$ cat src/rtl/module_alu_seq.sv
// module_alu_seq: sequential ALU with a multi-cycle shift-add multiply and optional saturation
module module_alu_seq #(
    parameter int DATA_W = 16,
    parameter int IMM_W  = 6,
    parameter int SAT_EN = 0
) (
    input  logic              clk,
    input  logic              rst_n,
    input  logic              start,
    input  logic [2:0]        opcode,
    input  logic              imm_sign,
    input  logic [IMM_W-1:0]  imm,
    input  logic [DATA_W-1:0] src_a,
    input  logic [DATA_W-1:0] src_b,
    output logic              busy,
    output logic [DATA_W-1:0] result,
    output logic              result_valid,
    output logic              store_en,
    output logic              flag_zero,
    output logic              flag_neg,
    output logic              flag_ovf
);
    localparam int PW = DATA_W + IMM_W;
    localparam int TW = PW + 1;
    localparam int CW = $clog2(IMM_W);
    localparam logic [2:0] OP_LOAD = 3'd0;
    localparam logic [2:0] OP_ADD  = 3'd1;
    localparam logic [2:0] OP_ADDI = 3'd2;
    localparam logic [2:0] OP_SUB  = 3'd3;
    localparam logic [2:0] OP_SUBI = 3'd4;
    localparam logic [2:0] OP_MUL  = 3'd5;
    localparam logic [2:0] OP_DISP = 3'd7;
    typedef enum logic [1:0] {IDLE, EXEC, MUL_ITER, DONE} state_t;
    state_t            r_state;
    logic [2:0]        r_op;
    logic              r_imm_sign;
    logic [IMM_W-1:0]  r_imm;
    logic [DATA_W-1:0] r_a;
    logic [DATA_W-1:0] r_b;
    logic [PW-1:0]     r_acc;
    logic [PW-1:0]     r_mcand;
    logic [IMM_W-1:0]  r_mplier;
    logic [CW-1:0]     r_cnt;
    logic              r_neg;
    logic [DATA_W-1:0] r_result;
    logic              r_valid;
    logic              r_store;
    logic              r_zero;
    logic              r_negf;
    logic              r_ovf;
    logic [DATA_W-1:0] w_a_mag;
    logic [DATA_W-1:0] w_simm;
    logic [TW-1:0]     w_a_x;
    logic [TW-1:0]     w_b_x;
    logic [TW-1:0]     w_s_x;
    logic [TW-1:0]     w_prod;
    logic [TW-1:0]     w_true;
    logic [PW-DATA_W+1:0] w_hi;
    logic              w_ovf;
    logic [DATA_W-1:0] w_res;
    // Operands are widened so the exact mathematical result is available before narrowing
    always_comb begin
        w_a_mag = src_a[DATA_W-1] ? -src_a : src_a;
        w_simm  = r_imm_sign ? -{{(DATA_W-IMM_W){1'b0}}, r_imm} : {{(DATA_W-IMM_W){1'b0}}, r_imm};
        w_a_x   = {{(TW-DATA_W){r_a[DATA_W-1]}}, r_a};
        w_b_x   = {{(TW-DATA_W){r_b[DATA_W-1]}}, r_b};
        w_s_x   = {{(TW-DATA_W){w_simm[DATA_W-1]}}, w_simm};
        w_prod  = r_neg ? -{1'b0, r_acc} : {1'b0, r_acc};
        w_true  = (r_op == OP_LOAD) ? w_s_x :
                  (r_op == OP_ADD)  ? w_a_x + w_b_x :
                  (r_op == OP_ADDI) ? w_a_x + w_s_x :
                  (r_op == OP_SUB)  ? w_a_x - w_b_x :
                  (r_op == OP_SUBI) ? w_a_x - w_s_x :
                  (r_op == OP_MUL)  ? w_prod : '0;
        w_hi    = w_true[TW-1:DATA_W-1];
        w_ovf   = !((&w_hi) || !(|w_hi));
        w_res   = (SAT_EN != 0 && w_ovf) ?
                  (w_true[TW-1] ? {1'b1, {(DATA_W-1){1'b0}}} : {1'b0, {(DATA_W-1){1'b1}}}) :
                  w_true[DATA_W-1:0];
    end
    // Control FSM, shift-add multiplier datapath and registered result/flags
    always_ff @(posedge clk or negedge rst_n) begin
        if (!rst_n) begin
            r_state    <= IDLE;
            r_op       <= '0;
            r_imm_sign <= 1'b0;
            r_imm      <= '0;
            r_a        <= '0;
            r_b        <= '0;
            r_acc      <= '0;
            r_mcand    <= '0;
            r_mplier   <= '0;
            r_cnt      <= '0;
            r_neg      <= 1'b0;
            r_result   <= '0;
            r_valid    <= 1'b0;
            r_store    <= 1'b0;
            r_zero     <= 1'b0;
            r_negf     <= 1'b0;
            r_ovf      <= 1'b0;
        end else begin
            case (r_state)
                IDLE: if (start) begin
                    r_op       <= opcode;
                    r_imm_sign <= imm_sign;
                    r_imm      <= imm;
                    r_a        <= src_a;
                    r_b        <= src_b;
                    r_acc      <= '0;
                    r_mcand    <= {{IMM_W{1'b0}}, w_a_mag};
                    r_mplier   <= imm;
                    r_cnt      <= '0;
                    r_neg      <= src_a[DATA_W-1] ^ imm_sign;
                    r_state    <= (opcode == OP_MUL) ? MUL_ITER : EXEC;
                end
                MUL_ITER: begin
                    r_acc    <= r_acc + (r_mplier[0] ? r_mcand : '0);
                    r_mcand  <= r_mcand << 1;
                    r_mplier <= r_mplier >> 1;
                    r_cnt    <= r_cnt + CW'(1);
                    if (r_cnt == CW'(IMM_W - 1)) r_state <= EXEC;
                end
                EXEC: begin
                    if (r_op != OP_DISP) begin
                        r_result <= w_res;
                        r_zero   <= (w_res == '0);
                        r_negf   <= w_res[DATA_W-1];
                        r_ovf    <= w_ovf;
                    end
                    r_valid <= 1'b1;
                    r_store <= (r_op != OP_DISP);
                    r_state <= DONE;
                end
                DONE: begin
                    r_valid <= 1'b0;
                    r_store <= 1'b0;
                    r_state <= IDLE;
                end
                default: r_state <= IDLE;
            endcase
        end
    end
    assign busy         = (r_state != IDLE);
    assign result       = r_result;
    assign result_valid = r_valid;
    assign store_en     = r_store;
    assign flag_zero    = r_zero;
    assign flag_neg     = r_negf;
    assign flag_ovf     = r_ovf;
endmodule

$ cat config.mk
export PLATFORM = sky130hd
export DESIGN_NAME = module_alu_seq
export DESIGN_NICKNAME = d
export VERILOG_FILES = /design/src/rtl/module_alu_seq.sv
export SDC_FILE = /design/constraint.sdc
export NUM_CORES = 1
export LEC_CHECK = 0
export ABC_AREA = 1
export CORE_AREA = 2 2 177 179
export CTS_BUF_LIST = sky130_fd_sc_hd__clkbuf_16
export CTS_CLUSTER_SIZE = 30
export DETAILED_ROUTE_END_ITERATION = 10
export DIE_AREA = 0 0 179 181
export SLEW_MARGIN = 20
export SYNTH_ARGS = -nofsm -noshare
export SYNTH_HDL_FRONTEND = slang
export SYNTH_SLANG_ARGS = --single-unit
$ cat constraint.sdc
create_clock -name clk -period 7.73 [get_ports clk]
set_clock_uncertainty 0.1 [all_clocks]
set_input_delay 0.773 -clock clk [delete_from_list [all_inputs] [get_ports clk]]
set_output_delay 0.773 -clock clk [all_outputs]
set_load 0.01 [all_outputs]
# Word-level counts from Yosys, hierarchy flattened
# Cells that the tools add are included.
# Widths: inputs -> output; s select.
word_totals:
  register_bits: 119
  output_inout_bits: 22
  word_cells: 79
  inputBits: 45
op_classes:
  n_reduce_logical: 15
  eq_ne: 13
  bitwise: 1
  n_addsub: 9
  n_mux: 24
op_table:
  columns: ["op", "count"]
  rows:
  - ["$mux 23", 7]
  - ["$pmux 22 s2", 2]
  - ["$mux 22", 3]
  - ["$add 16x16->17", 2]
  - ["$sub 16x16->17", 2]
  - ["$mux 16", 2]
  - ["$neg 22->23", 1]
  - ["$add 22x22->22", 1]
  - ["$logic_not 16->1", 1]
  - ["$neg 16->16", 1]
  - ["$neg 6->16", 1]
  - ["$eq 3x3->1 const B", 4]
  - ["$pmux 6 s2", 1]
  - ["$pmux 2 s4", 1]
  - ["$reduce_and 2->1", 4]
  - ["$reduce_and 8->1", 1]
  - ["$reduce_or 8->1", 1]
  - ["$eq 3x2->1 const B", 2]
  - ["$mux 2", 3]
  - ["$mux 6", 1]
  - ["$pmux 3 s2", 1]
  - ["$reduce_bool 2->1", 3]
  - ["$eq 2x2->1 const B", 2]
  - ["$ne 2x2->1 const B", 2]
  - ["11 further kinds", 13]

# Longest topological paths before layout
logic_depth:
  depth_word: 12
  mapped_depth: 26
  ltp_nobuf: 25

# Worst setup path before layout
# No wires, ideal clock.
synth_path:
  kind: "register to register"
  start: "register r_imm[0]"
  end: "register r_result[14] (netlist: result[14])"
  path_slack_ns: 4.701
  stages_incl_launch_ff: 23
  required_time_ns: 7.513
  path_buffers: 1
  arrival_ns: 2.811
  cell_sequence: "dfrtp_1 inv_1 nand3_2 nor3_1 ha_1 nand2_1 nand2_1 ha_1 buf_2 a21o_1 a21boi_1 nand2_1 a21boi_2 o21ai_1 nand2_1 nand2_1 xor2_1 nand2_1 nand4_1 nor2_1 nand2_1 nand2_1 nand2_1"
synth_via:
  elab_chain_cells: 8
  elab_cells_between_ends: 9
  cone_classes: "3 x add/sub; 6 x mux"
synth_lines:
  columns: ["element", "line", "rtl"]
  rows:
  - ["start, declared", "37", "logic [IMM_W-1:0] r_imm;"]
  - ["start signal, assigned", "106", "r_imm <= imm;"]
  - ["$neg 6->16", "64", "w_simm = r_imm_sign ? -{{(DATA_W-IMM_W){1'b0}}, r_imm} : {{(DATA_W-IMM_W){1'b0}}, r_imm};"]
  - ["$mux 16 *", "64", null]
  - ["$sub 16x16->17", "73", "(r_op == OP_SUBI) ? w_a_x - w_s_x :"]
  - ["$mux 23", "73", null]
  - ["$mux 23", "72", "(r_op == OP_SUB) ? w_a_x - w_b_x :"]
  - ["$mux 23", "71", "(r_op == OP_ADDI) ? w_a_x + w_s_x :"]
  - ["$mux 23", "70", "(r_op == OP_ADD) ? w_a_x + w_b_x :"]
  - ["$mux 23 *", "69", "w_true = (r_op == OP_LOAD) ? w_s_x :"]
  - ["end signal, assigned", "125", "r_result <= w_res;"]
  - ["end, declared", "45", "logic [DATA_W-1:0] r_result;"]
# Every way passes the cells marked *; elsewhere a longest branch is shown, timed or not.
# A chain may end at the register's enable or synchronous reset.

# Worst setup path in the final report
layout_path:
  start: "register r_imm[0]"
  end: "register r_zero (netlist: flag_zero)"
layout_via:
  elab_chain_cells: 9
  elab_cells_between_ends: 10
  cone_classes: "3 x add/sub; 6 x mux; 1 x reduce/logical"
layout_lines:
  columns: ["element", "line", "rtl"]
  rows:
  - ["$neg 6->16", "64", null]
  - ["$mux 16 *", "64", null]
  - ["$sub 16x16->17", "73", null]
  - ["$mux 23", "73", null]
  - ["$mux 23", "72", null]
  - ["$mux 23", "71", null]
  - ["$mux 23", "70", null]
  - ["$mux 23 *", "69", null]
  - ["$logic_not 16->1 *", "126", "r_zero <= (w_res == '0);"]
  - ["end signal, assigned", "126", null]
  - ["end, declared", "48", "logic r_zero;"]
# Marks and branches as above.

==> results.md <==
- Status: finished, final reports clean
- CORE AREA: between 0.03 and 0.04 mm²
- First-pass GRT wire length: approximately 57000 µm
- Reg-to-Reg End: flag_zero
- Resized cells post-CTS: 0
- Final worst setup slack: 3970 ps
- Ports: between 60 and 70
- Synth Flop Type: dfrtp_1
- Wirelength per Cell: 17.2 µm
- Total gr overflow: 0
- Max-slew headroom: 0.311
- Ys async rst share: 1.00
- Initial antenna violation count: 0
- R2r worst-path depth: 20
- Die ar.: 0.0324 mm²
- Drt drc: 0
- Post-synth EDFFs: 0
- Crit Path Max Fanout: 10
- List of most frequent post-synthesis cells: nand2_1, inv_1, nor2_1
- DP HPWL: ~28000 µm
- DRT Pass-1 Iters: 6
- # fillers: 3226
- Worst EP required: between 7000 and 8000 ps
- Seq/Total Area, Yosys: 0.273
- Final Net Count: around 1800
- Fraction of layout cells with a size suffix above 1: 0.0557
- CP arrival: 4030 ps
- CTS H-tree lvls: 4
- Vias: around 11000
- Synth warn: 0
- Kind of critical path: reg2reg
- Pin count of the biggest net entering global routing: 68
- Clock Latency Late Sink: between 400 and 500 ps
- Yosys top cell area share: 0.273
- Via density: 5.24
- ANT cells: 0
- Synth Instances: 1619
- Slew Viols, Final: 0
- Register-to-register setup slack: between 3000 and 4000 ps
- Final Setup Violations: 0
- Pre-CTS WS: 4130 ps
- Clk buf depth: 2
- Post-route ant nets: 0
- Max-Cap Viols: 0
- Highest layer used for signal routing: met4
- Vias in the first global route: 10540
- Area Overhead vs Synth: 14.2%
- M1 WL: around 16000 µm
- Number of synthesized register bits: 118
- Post-route clock period utilization: 0.487
- All-Layer GR Usage: 0.225
- Cts bufs inserted: 17
- Root Driver: clkbuf_16
- RD Place Congestion: 1.00
- Synth Net Count: 1765
- Setup crit end kind: flip-flop
- RR Startpoint: r_imm[0]
- Iter 0 DRT Violations: 820
- Hold slack final: 366 ps
- Synth unique cells: 54
- Clock-pin slew on the worst setup and hold paths: roughly 70 ps
- Fin. Hold Viols: 0
- Final core occ: 0.407
- Postcts setup bufs: 0
- Detailed Route WL: 35500 µm
- DIE WIDTH: around 180 µm
- Port Buffers: 66
- Most frequent cell after synthesis: nand2_1
- Hold Crit Class: in2async
- Fin crit period: 3760 ps
- Setup tns final: 0 ps
- Unrepaired setup endpoints after global routing: no
- TritonCTS clock tree: built
- Worst Tran Pin Value: 1030 ps
- Initial Utilization: 0.356
- Ranking of synthesized cells by area: dfrtp_1, nand2_1, ha_1
- Max Clock Freq: about 270 MHz
- CTS Hold Bufs: 0
- DR WL met3: 1710 µm
- Syn avg cell area: 6.68 µm²
- Clock Sink Count: 118
- Chip Height: 181 µm
- Mapped Area: 0.0108 mm²
- Multi-input gate area: 0.00678 mm²
- Seq. cell area: slightly below 0.003 mm²
- Crit path launch type: flip-flop
- DR WL met2: approximately 16000 µm
- Row count: 64
- Synth area leader: dfrtp_1
## kinds of logic after synthesis
family | count (synthesis) | share of synthesized area
AOI/OAI and AO/OA | 355 | 0.186
adders and majority gates | 101 | 0.120
and+or+nand+nor | 742 | 0.297
xor gates and xnor gates | 29 | 0.0235
DFF | 118 | 0.273
buffers and inverters | 274 | 0.100
## per-layer routing
| metal | GRT usage | vias to the layer above |
|---|---|---|
| li1 | - | 5444 |
| met1 | 0.304 | 5007 |
| met2 | 0.365 | 318 |
| met3 | 0.0299 | 64 |
| met4 | 0.0846 | 0 |
| met5 | 0 | - |
## critical path: stages (launching register included)
cell and delay, ps:
dfrtp_1 430, inv_1 150, nand3_2 130, nor3_1 160
ha_1 250, nand2_1 130, nand2_1 130, ha_1 500
nand2_1 120, inv_1 120, nand3_1 90, nand2_1 190
a21boi_2 100, o21ai_1 220, nand2_1 70, nor3b_1 140
nor3_1 290, nand3_1 110, nor2_1 120, nand3_1 80
nand2_1 70
## layout make-up
class | count | area share
multi-input combinational | 1227 | 0.549
timing repair buffer | 73 | 0.0575
tap | 396 | 0.0401
inverter | 221 | 0.0672
sequential | 118 | 0.239
clock buffer | 17 | 0.0344
clock inverter | 15 | 0.0129
## layout by cell type, fill, tap and decap left out, types with 8 or more instances in the layout
cell,count
o211ai_1,14
nand4_1,36
a31oi_1,15
a21o_1,9
nor3_1,20
nor2_1,137
buf_4,8
xor2_1,27
dfrtp_1,118
nand3_2,9
inv_1,206
nand3_1,99
clkbuf_16,17
o21ai_1,11
a21oi_1,114
o22ai_1,18
o21ai_0,132
ha_1,96
inv_2,14
o31ai_1,9
nand2_1,412
clkdlybuf4s50_1,65
## worst max path at each step
stage,startpoint,endpoint,slack [ps]
detailed placement,r_imm[0],flag_zero,4130
finish,r_imm[0],flag_zero,3970
global placement,r_imm[0],flag_zero,4080
global route,r_imm[0],result[15],3630
floorplan,r_imm[0],result[14],4700
CTS,r_imm[0],flag_zero,4060
## through the flow
step / instances / area (µm²)
after CTS: 2067 / 12300
after global routing: 2067 / 12300
after floorplan: 1619 / 10800
final: 2067 / 12300
after global placement: 2035 / 11800
after detailed placement: 2035 / 11800
## sequential cells by signal, summed over array words and instances (netlist names)
signal        cells
r_state           2
store_en          1
flag_ovf          1
r_mcand          22
r_imm_sign        1
r_cnt             3
result           16
result_valid      1
flag_zero         1
r_mplier          6
r_neg             1
r_a              16
r_acc            22
r_op              3
r_b              16
r_imm             6
Power is left out: the tool's default activity adds up to more than one toggle a clock period on the data nets, which glitch-free logic cannot reach.
